**src/rtl/jk_cmd_sequencer.sv**
```systemverilog
// rtl/jk_cmd_sequencer.sv - command FIFO replaying hold/clear/set/toggle ops onto JK flip-flop drives
// Optional shadow flip-flop check enabled by defining JK_SHADOW_CHECK_EN.
module jk_cmd_sequencer #(
    parameter int DEPTH = 4,
    parameter int REP_W = 4
) (
    input  logic                     clk,
    input  logic                     rst_n,
    input  logic                     in_valid,
    output logic                     in_ready,
    input  logic [1:0]               in_op,
    input  logic [REP_W-1:0]         in_rep,
    input  logic                     flush,
    output logic                     j,
    output logic                     k,
    output logic                     busy,
    output logic [$clog2(DEPTH):0]   level
`ifdef JK_SHADOW_CHECK_EN
    ,
    input  logic                     q_fb,
    output logic                     err
`endif
);

    localparam int AW = $clog2(DEPTH);
    localparam logic [AW:0] FULL_LVL = DEPTH[AW:0];

    typedef enum logic {IDLE, ISSUE} state_t;

    logic [REP_W+1:0] mem [DEPTH];
    logic [AW-1:0]    wptr;
    logic [AW-1:0]    rptr;
    logic [AW:0]      count;
    logic [REP_W-1:0] cnt;
    state_t           state;
    logic             push;
    logic             pop;
    logic [REP_W+1:0] head;

    assign in_ready = (count != FULL_LVL);
    assign level    = count;
    assign busy     = (state == ISSUE);
    assign head     = mem[rptr];
    assign push     = in_valid && in_ready && !flush;
    // Pop whenever the driver is free: idle, or on the last cycle of the active command.
    assign pop      = !flush && (count != '0) && ((state == IDLE) || (cnt == '0));

    always_ff @(posedge clk) begin
        if (push) begin
            mem[wptr] <= {in_rep, in_op};
        end
    end

    always_ff @(posedge clk or negedge rst_n) begin
        if (!rst_n) begin
            wptr  <= '0;
            rptr  <= '0;
            count <= '0;
            cnt   <= '0;
            j     <= 1'b0;
            k     <= 1'b0;
            state <= IDLE;
        end else if (flush) begin
            wptr  <= '0;
            rptr  <= '0;
            count <= '0;
            cnt   <= '0;
            j     <= 1'b0;
            k     <= 1'b0;
            state <= IDLE;
        end else begin
            if (push) begin
                wptr <= wptr + 1'b1;
            end
            if (pop) begin
                rptr <= rptr + 1'b1;
            end
            case ({push, pop})
                2'b10:   count <= count + 1'b1;
                2'b01:   count <= count - 1'b1;
                default: count <= count;
            endcase

            if (pop) begin
                j     <= head[1];
                k     <= head[0];
                cnt   <= head[REP_W+1:2];
                state <= ISSUE;
            end else if (state == ISSUE) begin
                if (cnt != '0) begin
                    cnt <= cnt - 1'b1;
                end else begin
                    j     <= 1'b0;
                    k     <= 1'b0;
                    state <= IDLE;
                end
            end
        end
    end

`ifdef JK_SHADOW_CHECK_EN
    logic q_pred;

    // Shadow copy of the downstream flip-flop, advanced from the same j/k it sees.
    always_ff @(posedge clk or negedge rst_n) begin
        if (!rst_n) begin
            q_pred <= 1'b0;
            err    <= 1'b0;
        end else if (flush) begin
            q_pred <= 1'b0;
            err    <= 1'b0;
        end else begin
            case ({j, k})
                2'b01:   q_pred <= 1'b0;
                2'b10:   q_pred <= 1'b1;
                2'b11:   q_pred <= ~q_pred;
                default: q_pred <= q_pred;
            endcase
            if (q_fb != q_pred) begin
                err <= 1'b1;
            end
        end
    end
`endif

endmodule

```
**config.mk**
```make
export PLATFORM = sky130hd
export DESIGN_NAME = jk_cmd_sequencer
export DESIGN_NICKNAME = d
export VERILOG_FILES = /design/src/rtl/jk_cmd_sequencer.sv
export SDC_FILE = /design/constraint.sdc
export NUM_CORES = 1
export LEC_CHECK = 0
export ABC_AREA = 1
export CAP_MARGIN = 25
export CORE_ASPECT_RATIO = 1.2
export CORE_UTILIZATION = 60
export CTS_CLUSTER_DIAMETER = 100
export DETAILED_ROUTE_END_ITERATION = 12
export PLACE_DENSITY = 0.83
export SLEW_MARGIN = 20
export SYNTH_ARGS = -nofsm -noshare
export SYNTH_HDL_FRONTEND = slang
export SYNTH_SLANG_ARGS = --single-unit
```
**constraint.sdc**
```tcl
create_clock -name clk -period 3.1 [get_ports clk]
set_input_delay 0.31 -clock clk [delete_from_list [all_inputs] [get_ports clk]]
set_output_delay 0.31 -clock clk [all_outputs]
set_load 0.02 [all_outputs]
```
==> reports/qor.csv <==
stage,metric,value,unit
die,start_util,0.633,
logic_synthesis,syn_area_per_cell,10.0,um^2
clocking,worstSkewPairLatency,0.34,ns
logic_synthesis,synthesis.nets,193,
logic_synthesis,ys_warn_count,0,
finish,fillers,219,
logic_synthesis,ys_ff_latch,38,
logic_synthesis,syn-cell-area,0.00176,mm^2
finish,seqCellArea,0.00107,mm^2
finish,post-route-util,0.719,
drt,ant_nets,0,
critical_path,crit_path_start_kind,flop,
timing,clock.fmax,497,MHz
timing,rsz0062_at_grt,no,
drt,drtIter0Drc,39,
die,die_w,51.5,um
power,vdd_drop_max,0.000492,V
global_route,grtUsageTotal,0.220,
placed_design,placed_cell_area,0.00194,mm^2
logic_synthesis,ys.flop_type,edfxtp_1,
timing,finClkSkew,0.00923,ns
finish,antenna_cells,0,
clocking,cts_buffers,5,
clocking,postCtsHoldBufs,0,
logic_synthesis,synth_edf_count,24,
power,p_leak,0.845,nW
run,cap_violations,0,
drt,postRouteWirelength,3020,um
clocking,cts_resized,0,
critical_path,endpoint_kind,flop,
timing,timing.final.hold_violations,0,
global_route,grt_overflow,0,
die,die_h,61.4,um
critical_path,crit_type,flop to flop,
die,core,0.00279,mm^2
drt,drt_first_pass_iters,4,
timing,slew_headroom,0.574,
global_route,grt_first_pass_wirelength,4950,um
finish,syn2layout_area_growth,13.6,%
timing,fin_crit,2.01,ns
clocking,cts.path.max_buffers,2,
logic_synthesis,synth_most_common_cell,nand2_1,
logic_synthesis,yosysSeqAreaShare,0.608,
critical_path,r2r-end,level[2],
clocking,cts_sinks,38,
finish,design_area,0.00200,mm^2
timing,worst_slew_pin_slew,0.637,ns
global_route,grt_max_degree,17,
clocking,cts_tree,built,
logic_synthesis,synth_top_area_cell,edfxtp_1,
logic_synthesis,synthDistinctLibCells,23,
logic_synthesis,synth_common_cells,"nand2_1 (45), edfxtp_1 (24), nor2_1 (19), inv_1 (15), dfrtp_1 (14)",
timing,period_share,0.649,
drt,routedWlPerCell,13.1,um
timing,setup_viol,0,
logic_synthesis,synth.top_cell.area_share,0.409,
die,fp-row-count,21,
logic_synthesis,syn_inst,176,
critical_path,r2r_cells,13,
critical_path,cp.arrival,2.26,ns
logic_synthesis,async_flop_share,0.368,
placed_design,gp_congestion,0.814,
critical_path,rrSetupSlack,1.09,ns
timing,tns,0,ns
clocking,postCtsSetupRepairBufs,0,
power,powerDensity,794,mW/mm^2
worst_hold_path,min_path_type,input pin to async pin,
global_route,antenna_found_initial,0,
finish,layout.nets,213,
clocking,cts-root-buf,clkbuf_4,
die,design.die.area,0.00316,mm^2
drt,vias,1205,
global_route,grt_pass1_vias,1157,
outcome,outcome,"complete, no violations",
critical_path,worstPathRequired,3.35,ns
finish,multi_input_area,596,um^2
critical_path,r2r-start,cnt[0],
placed_design,io_buffers,16,
drt,drc,0,
drt,viasPerCell,5.22,
die,io_pins,17,
clocking,path_clk_slew,0.12,ns
placed_design,hpwl,2310,um
critical_path,worstPathMaxFanout,5,
clocking,cts_htree_levels,2,
logic_synthesis,synthTopCellsByArea,"edfxtp_1 (41%), dfrtp_1 (20%), nand2_1 (9.6%)",
finish,drive_gt1_frac,0.102,
timing,slew_violations,0,
critical path, stage by stage, from the launching register on:
cell	delay [ns]
dfrtp_1	0.41
inv_1	0.08
ha_1	0.20
nand2_1	0.10
nand2_2	0.10
nand3_2	0.12
inv_2	0.05
fa_1	0.38
xnor2_1	0.21
inv_1	0.06
nand2_1	0.06
nand2_1	0.05
nand2_1	0.06
nand2_1	0.04
layout by cell type, fill, tap and decap left out:
cell type	netlist	routed
clkinvlp_4	0	1
a21oi_2	2	2
clkbuf_4	0	5
nand2_1	45	45
nor2_2	1	1
o22ai_1	3	3
nor3_2	1	1
dfrtp_1	14	14
clkdlybuf4s50_1	0	16
o21ai_0	9	9
xnor2_1	3	3
inv_1	15	15
a21oi_1	4	4
o21ai_2	1	1
nand3_2	1	1
nor3_1	2	2
nand2_2	2	2
inv_2	5	5
inv_6	0	1
nand3_1	10	10
o21ai_1	5	5
nor2_1	19	19
ha_1	6	6
fa_1	1	1
clkinv_1	0	1
edfxtp_1	24	24
layer usage:
metal  up-vias  track usage  part of all wire
li1        617            -                 -
met1       559        0.266              0.43
met2        23        0.388              0.52
met3         6       0.0593             0.034
met4         0       0.0695             0.015
met5         -            0                 0
final cells by class:
cell class,count,area share
Sequential cell,38,0.535
Multi-Input combinational cell,115,0.297
Timing Repair Buffer,16,0.0800
Inverter,20,0.0375
Tap cell,34,0.0212
Clock buffer,5,0.0188
Clock inverter,3,0.0100
cell families after synthesis:
| family | after synthesis | synth area share |
|---|---|---|
| AND/OR/NAND/NOR | 81 | 0.192 |
| flip-flops | 38 | 0.608 |
| AO/OA/AOI/OAI | 24 | 0.0767 |
| buffers and inverters | 23 | 0.0546 |
| adder cells (fa/ha/maj) | 7 | 0.0539 |
| XOR/XNOR | 3 | 0.0149 |
stage by stage:
| stage | hold slack [ns] | setup slack, ns | power (mW) | instances |
|---|---|---|---|---|
| after detailed placement | 0.472 | 0.946 | 1.35 | 223 |
| after global routing | 0.407 | 0.943 | 1.71 | 231 |
| after CTS | 0.375 | 1.08 | 1.60 | 231 |
| after global placement | 0.458 | 1.03 | 1.32 | 223 |
| final | 0.349 | 1.09 | 1.59 | 231 |
| after floorplan | 0.0144 | 1.11 | 1.17 | 176 |
report_power, final:
part           switching, mW  internal [mW]
combinational          0.370          0.248
clock                  0.164         0.0885
sequential            0.0973          0.622
state kept, by name, indices dropped and copies added, names as in the netlist:
name   cells
mem       24
level      3
rptr       2
busy       1
k          1
j          1
wptr       2
cnt        4
worst max path at each step:
| stage | startpoint | endpoint | slack (ns) | cells past startpoint |
|---|---|---|---|---|
| CTS | cnt[0] | level[2] | 1.08 | 13 |
| global route | cnt[0] | level[2] | 0.94 | 13 |
| detailed placement | flush | level[2] | 0.95 | 11 |
| floorplan | level[0] | level[2] | 1.11 | 12 |
| finish | cnt[0] | level[2] | 1.09 | 13 |
| global placement | flush | level[2] | 1.03 | 11 |
Power figures use the tool's default switching activity.
